==> src/rtl/bcd_bin.sv <==
// Sequential 4-digit BCD to 14-bit binary converter using reverse double-dabble.
// Optional input digit checking is enabled by defining BCD_BIN_CHECK_EN.
module bcd_bin (
  input  logic        clk,
  input  logic        reset,
  input  logic        start,
  input  logic [15:0] BCD_IN,
  output logic [13:0] BIN_OUT,
  output logic        busy,
  output logic        done,
  output logic        err
);

  typedef enum logic [1:0] {IDLE, SHIFT, ADJ, DONE} state_t;

  state_t      state_q, state_d;
  logic [29:0] work_q, work_d;
  logic [3:0]  cnt_q, cnt_d;
  logic [13:0] bin_out_q, bin_out_d;
  logic        busy_q, busy_d;
  logic        done_q, done_d;
`ifdef BCD_BIN_CHECK_EN
  logic        err_q, err_d;
  logic        inval_q, inval_d;
`endif

  // Undo the shift-in +3 of double-dabble: a digit that reached 8 or more
  // after a right shift carried a 1 in from the digit above.
  function automatic logic [15:0] adj_digits(input logic [15:0] b);
    logic [15:0] r;
    for (int i = 0; i < 4; i++)
      r[4*i +: 4] = (b[4*i +: 4] >= 4'd8) ? b[4*i +: 4] - 4'd3 : b[4*i +: 4];
    return r;
  endfunction

`ifdef BCD_BIN_CHECK_EN
  function automatic logic digits_invalid(input logic [15:0] b);
    logic bad;
    bad = 1'b0;
    for (int i = 0; i < 4; i++)
      if (b[4*i +: 4] > 4'd9) bad = 1'b1;
    return bad;
  endfunction
`endif

  always_comb begin
    state_d   = state_q;
    work_d    = work_q;
    cnt_d     = cnt_q;
    bin_out_d = bin_out_q;
    busy_d    = busy_q;
    done_d    = 1'b0;
`ifdef BCD_BIN_CHECK_EN
    err_d     = err_q;
    inval_d   = inval_q;
`endif
    case (state_q)
      IDLE: begin
        if (start) begin
          work_d  = {BCD_IN, 14'd0};
          cnt_d   = 4'd0;
          busy_d  = 1'b1;
          state_d = SHIFT;
`ifdef BCD_BIN_CHECK_EN
          inval_d = digits_invalid(BCD_IN);
          if (inval_d) state_d = DONE;
`endif
        end
      end
      SHIFT: begin
        work_d  = work_q >> 1;
        cnt_d   = cnt_q + 4'd1;
        state_d = (cnt_q == 4'd13) ? DONE : ADJ;
      end
      ADJ: begin
        work_d  = {adj_digits(work_q[29:14]), work_q[13:0]};
        state_d = SHIFT;
      end
      DONE: begin
        done_d  = 1'b1;
        busy_d  = 1'b0;
        state_d = IDLE;
`ifdef BCD_BIN_CHECK_EN
        if (inval_q) begin
          err_d = 1'b1;
        end else begin
          bin_out_d = work_q[13:0];
          err_d     = 1'b0;
        end
`else
        bin_out_d = work_q[13:0];
`endif
      end
      default: state_d = IDLE;
    endcase
  end

  always_ff @(posedge clk or posedge reset) begin
    if (reset) begin
      state_q   <= IDLE;
      work_q    <= '0;
      cnt_q     <= '0;
      bin_out_q <= '0;
      busy_q    <= 1'b0;
      done_q    <= 1'b0;
`ifdef BCD_BIN_CHECK_EN
      err_q     <= 1'b0;
      inval_q   <= 1'b0;
`endif
    end else begin
      state_q   <= state_d;
      work_q    <= work_d;
      cnt_q     <= cnt_d;
      bin_out_q <= bin_out_d;
      busy_q    <= busy_d;
      done_q    <= done_d;
`ifdef BCD_BIN_CHECK_EN
      err_q     <= err_d;
      inval_q   <= inval_d;
`endif
    end
  end

  assign BIN_OUT = bin_out_q;
  assign busy    = busy_q;
  assign done    = done_q;
`ifdef BCD_BIN_CHECK_EN
  assign err     = err_q;
`else
  assign err     = 1'b0;
`endif

endmodule

==> config.mk <==
export PLATFORM = sky130hd
export DESIGN_NAME = bcd_bin
export DESIGN_NICKNAME = d
export VERILOG_FILES = /design/src/rtl/bcd_bin.sv
export SDC_FILE = /design/constraint.sdc
export NUM_CORES = 1
export LEC_CHECK = 0
export ABC_CLOCK_PERIOD_IN_PS = 4000
export CAP_MARGIN = 20
export CORE_ASPECT_RATIO = 2
export CORE_MARGIN = 2
export CORE_UTILIZATION = 40
export CTS_CLUSTER_SIZE = 28
export DETAILED_ROUTE_END_ITERATION = 8
export PLACE_DENSITY_LB_ADDON = 0.08
export SKIP_CTS_REPAIR_TIMING = 1
export SLEW_MARGIN = 20
export SYNTH_ARGS = -nofsm -noshare
export SYNTH_HDL_FRONTEND = slang
export SYNTH_SLANG_ARGS = --single-unit
==> constraint.sdc <==
create_clock -name clk -period 4 [get_ports clk]
set_clock_uncertainty 0.15 [all_clocks]
set_input_delay 0.4 -clock clk [delete_from_list [all_inputs] [get_ports clk]]
set_output_delay 0.4 -clock clk [all_outputs]
set_load 0.02 [all_outputs]
* After elaboration in Yosys (flattened, before gate mapping)
Cells that the tools add are included.
** Cells by class
- Multiplexer cells :: 14
- Bitwise gates (word level) :: 1
- Add/sub/neg operators :: 5
- Multipliers :: 0
- Reductions and logical operators :: 11
- Div/mod/pow operators :: 0
- Shifts and indexed selects :: 0
- Magnitude comparators :: 4
- Equal/unequal tests :: 9
** Operator list (number)
- $pmux W30 S3 :: 1
- $mux W30 :: 1
- $mux W4 :: 5
- $ge A4 B4 Y1 const B :: 4
- $sub A4 B2 Y4 const B :: 4
- $reduce_and A3 Y1 :: 5
- $ne A2 B2 Y1 const B :: 5
- $pmux W2 S4 :: 1
- $pmux W4 S2 :: 1
- $add A4 B1 Y4 const B :: 1
- $eq A2 B2 Y1 const B :: 2
- $eq A4 B4 Y1 const B :: 1
- $reduce_and A2 Y1 :: 2
- $reduce_bool A2 Y1 :: 2
- $mux W1 :: 3
- $reduce_bool A3 Y1 :: 1
- $eq A2 B1 Y1 const B :: 1
- $logic_not A2 Y1 :: 1
- $mux W2 :: 1
- $pmux W1 S2 :: 1
- $not A1 Y1 :: 1
** Word-level totals
- Word-level logic and storage cells :: 54
- Memory bits (read-only) :: 0
- Output and inout bits :: 17
- Latch bits :: 0
- Register bits after elaboration :: 52
- Memories kept :: 0
- Bits in writable memories :: 0
- Input bits :: 19

* Longest topological paths before layout
Gate-level depths: netlist of the first run.
- Word-level depth :: 3
- Gate-level depth with buffers :: 9
- Depth with buffers taken out :: 6

* Worst setup path before layout of the first run
Ideal clock, no wire load.
- Path type :: register to register
- Start :: reg state_q[0]
- End :: reg work_q[21]
- Required time :: 3.724 ns
- Buffers on the path :: 2
- Setup time :: 0.126 ns
- Path slack :: 2.164 ns
- Arrival :: 1.560 ns
- Cell stages (with the launch flop) :: 7
- Clock period less this slack :: 1.836 ns
- Cells stage by stage :: dfrtp_1 inv_1 ha_1 buf_2 clkbuf_1 a21oi_1 o32a_1
** On the way
- Longest elaborated chain between the ends :: 3
- Elaborated cells between the ends (all ways) :: 8
- Those cells by class :: 4 x eq/ne; 1 x mux; 3 x reduce/logical
** RTL lines
- from (decl) :: line 16 : state_t state_q, state_d;
- from (signal assigned) :: line 111 : state_q <= state_d;
- $eq A2 B2 Y1 (tied with other cells) :: line 57 : case (state_q)
- $ne A2 B2 Y1 (no line) / $reduce_bool A3 Y1 (equally long branches)
- $reduce_and A3 Y1 (no line)
- to (signal assigned) :: line 112 : work_q <= work_d;
- to (decl) :: line 17 : logic [29:0] work_q, work_d;
Several ways; a longest one is shown, not always the timed one.
A chain may end at the register's enable or synchronous reset.

* Final worst setup path of the first run
- Start :: reg state_q[1]
- End :: reg work_q[11]
** On the way
- Longest elaborated chain between the ends :: 3
- Elaborated cells between the ends (all ways) :: 8
- Those cells by class :: 3 x eq/ne; 1 x mux; 1 x bitwise; 3 x reduce/logical
** RTL lines (line)
- $eq A2 B1 Y1 (tied with other cells) :: 57
- $reduce_bool A2 Y1 (no line) (tied with other cells)
- $reduce_and A3 Y1 (no line)
Several ways; a longest one is shown, not always the timed one.

==> summary.md, run 1 <==
| Metric | Value |
|---|---|
| Outcome | finished clean |
| Post-route ant nets | 0 |
| Placed Area | 3090 um2 |
| Main combinational cell family by area after synthesis | compound AO/OA/AOI/OAI gates |
| Peak VDD IR | 0.424 mV |
| Finished Layout Cells | 380 |
| Reg-to-reg startpoint | state_q[1] |
| CP max-delay cell | or2_1 |
| Min-delay src | busy |
| CP startpoint kind | flop |
| Adder-cell share of the synthesized area | 6.85% |
| P_leak | 1.48 nW |
| Count of cell types in the netlist | 32 |
| Setup ws final | 1.38 ns |
| Synth Warn # | 0 |
| Largest net degree at the start of global routing | 41 |
| DRT iter0 DRCs | 85 |
| Setup TNS | 0 ns |
| Area Overhead vs Synth | 19.6% |
| Synth area leader | dfrtp_1 |
| CTS Root Cell | clkbuf_16 |
| DRT met1 WL | 2430 um |
| DRC | 0 |
| Crit share post-route | 65.4% |
| Layout cells sized above 1 | 14.0% |
| First-pass GRT wire length | 10000 um |
| Cells on worst reg2reg path | 6 |
| Initial DRT Pass Iterations | 4 |
| Synth Flop Type | dfrtp_1 |
| CP Class | flop to flop |
| Critical path, cell by cell | inv_1 > ha_1 > mux2i_1 > or2_1 > nand2_1 > o21ai_0 |
| Die height | 121 um |
| Worst Path Buf+Inv | 1 |
| CTS tree | built |
| Slowest cell delay on critical path | 0.62 ns |
| Worst EP required | 3.98 ns |
| Final instance area | 3280 um2 |
| Number of port buffers | 34 |
| Vias in the first global route | 2065 |
| Post-synthesis cell count | 262 |
| Slew at the pin closest to its max-slew limit | 0.938 ns |
| Total core area | 6620 um2 |
| Row count | 42 |
| Met3 routed WL | 181 um |
| Seq/Total Area, Yosys | 47.5% |
| I/O pin cnt | 36 |
| Top cells by count, synth | dfrtp_1 (52), nand2_1 (44), mux2_2 (18), o21ai_0 (18), ha_1 (15) |
| Hold Path Sink | busy |
| Fin nets | 325 |
| Crit end category | flop |
| Flop2flop setup slack | 1.38 ns |
| HPWL after DPL | 4120 um |
| Routed WL per cell | 15.6 um |
| Flop and latch count out of synthesis | 52 |
| Starting Density | 41.4% |
| Max Cap Violations | 0 |
| Num CTS Buffers | 5 |
| Syn avg cell area | 10.5 um2 |
| Fin Hold WS | 0.340 ns |
| FFs w/ async S/R, synth | 100% |
| R2R Path End | work_q[11] |
| Clk pin slew, worst setup/hold paths | 0.07 ns |
| FMAX | 0.382 GHz |
| Slew headroom | 37.4% |
| Post-synthesis xor/xnor area fraction | 0% |
| Top-count cell post-synth | dfrtp_1 |
| Hold path cells | 2 |
| Max clock buf depth | 2 |
| Worst min path class | flop to flop |
| Synth area leaders | dfrtp_1 (47%), mux2_2 (7.4%), ha_1 (6.8%) |
| Setup-failing EPs final | 0 |
| RSZ-0062 raised after global routing | false |
| Latest clock arrival within the worst-skew pair | 0.29 ns |
| Routed vias/inst | 5.19 |
| CP top delay family | simple AND/OR/NAND/NOR gates |
| Final min period | 2.62 ns |
| # H-tree levels | 2 |
| Pwr dens | 774 nW/um2 |
| Post-synth EDFFs | 0 |
| Final core occ | 49.5% |
| CTS Sinks | 52 |
| Drt total wl | 5910 um |
| Met2 WL | 3170 um |
| Simple-gate share of the synthesized area | 15.4% |
| Synth top area share | 47.5% |
| Initial antenna violation count | 0 |
| Final hold vios | 0 |
| Cells after DPL | 372 |
| Crit path arrival time | 2.60 ns |
| Syn_nets | 296 |
| Uppermost layer routed | met4 |
| DR vias | 1971 |
| Total power | 2.54 mW |
| ANT cells | 0 |
| Mapped cell area | 2740 um2 |
| Mux cell area share after synthesis | 8.17% |
| GRT Resource Usage Total | 16.8% |
| GPL Wtd Cong | 0.806 |
| Die Footprint | 7570 um2 |
| Maximum fanout along the worst path | 28 |
| Dpl ws | 1.37 ns |
| Max-slew violations | 0 |
| Width of the die | 62.5 um |
| Global route total overflow | 0 |
| Compound-gate portion of the synthesized area | 15.5% |
==> how the worst max path moves through the flow <==
stage	startpoint	cells after the start	slack, ns	endpoint
global route	state_q[1]	5	1.14	work_q[11]
global placement	state_q[0]	4	1.47	work_q[9]
CTS	state_q[1]	6	1.36	work_q[11]
detailed placement	state_q[1]	6	1.37	work_q[9]
floorplan	state_q[0]	6	2.16	work_q[21]
finish	state_q[1]	6	1.38	work_q[11]
==> worst register-to-register path: stages, from the launching register on <==
cell and delay, ns:
dfrtp_1 0.40, inv_1 0.12, ha_1 0.60, mux2i_1 0.29
or2_1 0.62, nand2_1 0.18, o21ai_0 0.10
==> cell type report <==
| class | instances | area, um2 |
|---|---|---|
| timing repair buffer | 38 | 370 |
| sequential | 52 | 1300 |
| multi-input combinational | 181 | 1260 |
| inverter | 13 | 48.8 |
| fill | 657 | 3340 |
| clock buffer | 7 | 153 |
| clock inverter | 1 | 30.0 |
| tap | 88 | 110 |
==> layer usage <==
metal,vias up,GRT usage [%]
li1,971,-
met1,959,18.1
met2,34,31.5
met3,7,2.97
met4,0,7.22
met5,-,0
==> logic make-up (layout without fill, tap and decap cells) <==
kind of cell,Yosys count,count (layout)
compound gates,59,59
fa+ha+maj,15,15
buf+inv,29,59
flops,52,52
mux,20,20
other cells,1,1
simple gates,86,86
==> cell usage in the layout (no fill, tap or decap), types with 5 or more instances in the layout <==
cell type and count:
a21oi_1 8, a221o_1 8, inv_1 12, ha_1 15, clkdlybuf4s50_1 34, nor2b_1 5, o21ai_0 18, dfrtp_1 52
o211ai_1 5, a22o_1 6, clkbuf_16 5, nand3_1 5, o21ai_2 6, nor3_1 6, nand2_1 44, nor2_1 14
mux2_2 18
==> registers in the layout, indices dropped and copies added, names as in the netlist <==
register and cells:
BIN_OUT 14, busy 1, cnt_q 4, done 1, state_q 2, work_q 30
==> report_power, final <==
| group | total, mW | internal [mW] | switching [mW] |
|---|---|---|---|
| registers | 0.801 | 0.665 | 0.136 |
| logic | 1.21 | 0.509 | 0.706 |
| clock network | 0.522 | 0.330 | 0.192 |
| total | 2.54 | 1.50 | 1.03 |
Note: power is estimated with default switching activity, not from simulation.
==> inputs of run 2 (changes only) <==
ABC_CLOCK_PERIOD_IN_PS = 2330   (was 4000)
clock period = 2.33 ns   (was 4 ns; I/O delays follow)
==> run 2 against run 1 <==
Die area stayed put. Cell count grew 2.1%. Design area grew 3.0%. Via count is 1.9% higher. Clock power increased by 68%. Hold slack got worse by 0.19 ns. Highest routed layer unchanged. Total power grew 80%. Sequential power grew 71%. Global-route usage up 1.2 points. Non-clock buffer count increased by 8. First-iteration DRC count grew 51%.
==> summary.md, run 2 (synthesis gave the netlist of run 1 again) <==
| Metric | Value |
|---|---|
| FMAX | 0.475 GHz (+24%) |
| Peak VDD IR | 0.649 mV (+53%) |
| Fin nets | 333 (+2.5%) |
| Multi-input logic area | 1270 um2 (+0.20%) |
| Number of port buffers | 34 (unchanged) |
| Worst min path class | input port to async pin |
| Crit path arrival time | 2.19 ns (-0.41 ns) |
| Latest clock arrival within the worst-skew pair | 0.29 ns (about the same) |
| Pwr dens | 1350 nW/um2 (+75%) |
| Setup ws final | 0.227 ns (-1.16 ns) |
| Die height | 121 um (unchanged) |
| Clk pin slew, worst setup/hold paths | 0.07 ns (about the same) |
| Drt total wl | 6010 um (+1.7%) |
| Internal power | 2.74 mW (+82%) |
| Setup TNS | 0 ns (unchanged) |
| CP max-delay cell | ha_1 |
| Layout cells sized above 1 | 17.0% (+3.0 points) |
| Dpl ws | 0.219 ns (-1.15 ns) |
| CTS Sinks | 52 (unchanged) |
| Slew at the pin closest to its max-slew limit | 0.553 ns (-0.386 ns) |
| Total core area | 6620 um2 (unchanged) |
| GRT Resource Usage Total | 18.0% (+1.2 points) |
| I/O pin cnt | 36 (unchanged) |
| Largest Register | work_q |
| DRT iter0 DRCs | 128 (+51%) |
| Area Overhead vs Synth | 23.2% |
| Sw power | 1.84 mW (+78%) |
| HPWL after DPL | 4250 um (+3.3%) |
| P_leak | 1.52 nW (+2.9%) |
| CP Class | flop to flop |
| R2R Path End | work_q[16] |
| Critical path, cell by cell | inv_1 > ha_1 > nand2_1 > nor3_1 > a221o_1 > a22o_1 |
| Worst EP required | 2.41 ns (-1.57 ns) |
| Post-route ant nets | 0 (unchanged) |
| Most frequent cells in the layout | dfrtp_1 (52), nand2_1 (44), clkdlybuf4s50_1 (34) |
| CTS Root Cell | clkbuf_16 |
| GPL Wtd Cong | 0.816 (+1.2%) |
| Vias in the first global route | 2169 (+5.0%) |
| Combinational share of power | 50.9% (+3.0 points) |
| Slowest cell delay on critical path | 0.52 ns (-0.10 ns) |
| Cells on worst reg2reg path | 6 (unchanged) |
| Most common cell after layout, fill and taps aside | dfrtp_1 |
| Largest net degree at the start of global routing | 53 (+29%) |
| Cells after DPL | 379 (+1.9%) |
| Clk pwr share | 19.1% (-1.5 points) |
| Max clock buf depth | 2 (unchanged) |
| CP startpoint kind | flop |
| Max-slew violations | 0 (unchanged) |
| Die Footprint | 7570 um2 (unchanged) |
| Row count | 42 (unchanged) |
| ANT cells | 0 (unchanged) |
| First-pass GRT wire length | 10500 um (+5.3%) |
| Crit share post-route | 90.3% (+25 points) |
| Reg-to-reg startpoint | state_q[0] |
| Setup-failing EPs final | 0 (unchanged) |
| DR vias | 2009 (+1.9%) |
| RSZ-0062 raised after global routing | false |
| DRC | 0 (unchanged) |
| Sw frac | 40.2% (-0.57 points) |
| Width of the die | 62.5 um (unchanged) |
| Initial antenna violation count | 0 (unchanged) |
| Max reg flops | 30 (unchanged) |
| Max Cap Violations | 0 (unchanged) |
| Global route total overflow | 0 (unchanged) |
| Fin Hold WS | 0.147 ns (-0.193 ns) |
| Slew headroom | 63.2% (+26 points) |
| Reg power frac | 30.0% (-1.6 points) |
| # H-tree levels | 2 (unchanged) |
| Routed vias/inst | 5.18 (-0.17%) |
| Finished Layout Cells | 388 (+2.1%) |
| Maximum fanout along the worst path | 16 (-43%) |
| Final min period | 2.10 ns (-0.514 ns) |
| Routed WL per cell | 15.5 um (-0.37%) |
| Initial DRT Pass Iterations | 4 (unchanged) |
| Register area | 1300 um2 (unchanged) |
| Flop2flop setup slack | 0.23 ns (-1.16 ns) |
| Starting Density | 41.4% (unchanged) |
| Fillers | 647 (-1.5%) |
| Crit end category | flop |
| Num CTS Buffers | 5 (unchanged) |
| Total power | 4.57 mW (+80%) |
| Final hold vios | 0 (unchanged) |
| Outcome | finished clean |
| CTS tree | built |
## run 2: cell type report
type | instances | share of cell area [%]
sequential | 52 | 38.5
clock inverter | 2 | 1.15
tap | 88 | 3.26
multi-input combinational | 181 | 37.5
timing repair buffer | 46 | 13.9
clock buffer | 6 | 4.11
inverter | 13 | 1.56
## run 2: how the worst max path moves through the flow
| stage | depth (start not counted) | startpoint | endpoint |
|---|---|---|---|
| final | 6 | state_q[0] | work_q[16] |
| after floorplan | 6 | state_q[0] | work_q[21] |
| after global placement | 6 | state_q[0] | work_q[22] |
| after detailed placement | 5 | state_q[0] | work_q[28] |
| after global routing | 6 | state_q[0] | work_q[16] |
| after CTS | 5 | state_q[0] | work_q[28] |
## run 2: power groups by stage
stage	combinational (mW)	clock (mW)	sequential, mW
after CTS	2.31	0.900	1.37
after global routing	2.60	0.938	1.41
after detailed placement	2.29	0	1.38
after floorplan	1.76	0	1.35
final	2.33	0.875	1.37
after global placement	2.27	0	1.38
## run 2: routing by layer
layer	wire length, um	GRT usage [%]
met5	0	0
met2	3200	32.7
met3	203	3.53
met4	154	8.19
met1	2460	19.9
## run 2: stage by stage
| stage | utilization [%] | area, um2 |
|---|---|---|
| detailed placement | 48.1 | 3180 |
| finish | 51.0 | 3380 |
| global placement | 48.1 | 3180 |
| CTS | 50.8 | 3360 |
| global route | 51.0 | 3380 |
| floorplan | - | 2740 |
## run 2: worst max-delay path: cells and delay by family, from the launching register on
family	cells	cell delay [ns]
simple gates	2	0.56
buf+inv	1	0.12
fa+ha+maj	1	0.52
compound gates	2	0.28
flops	1	0.41
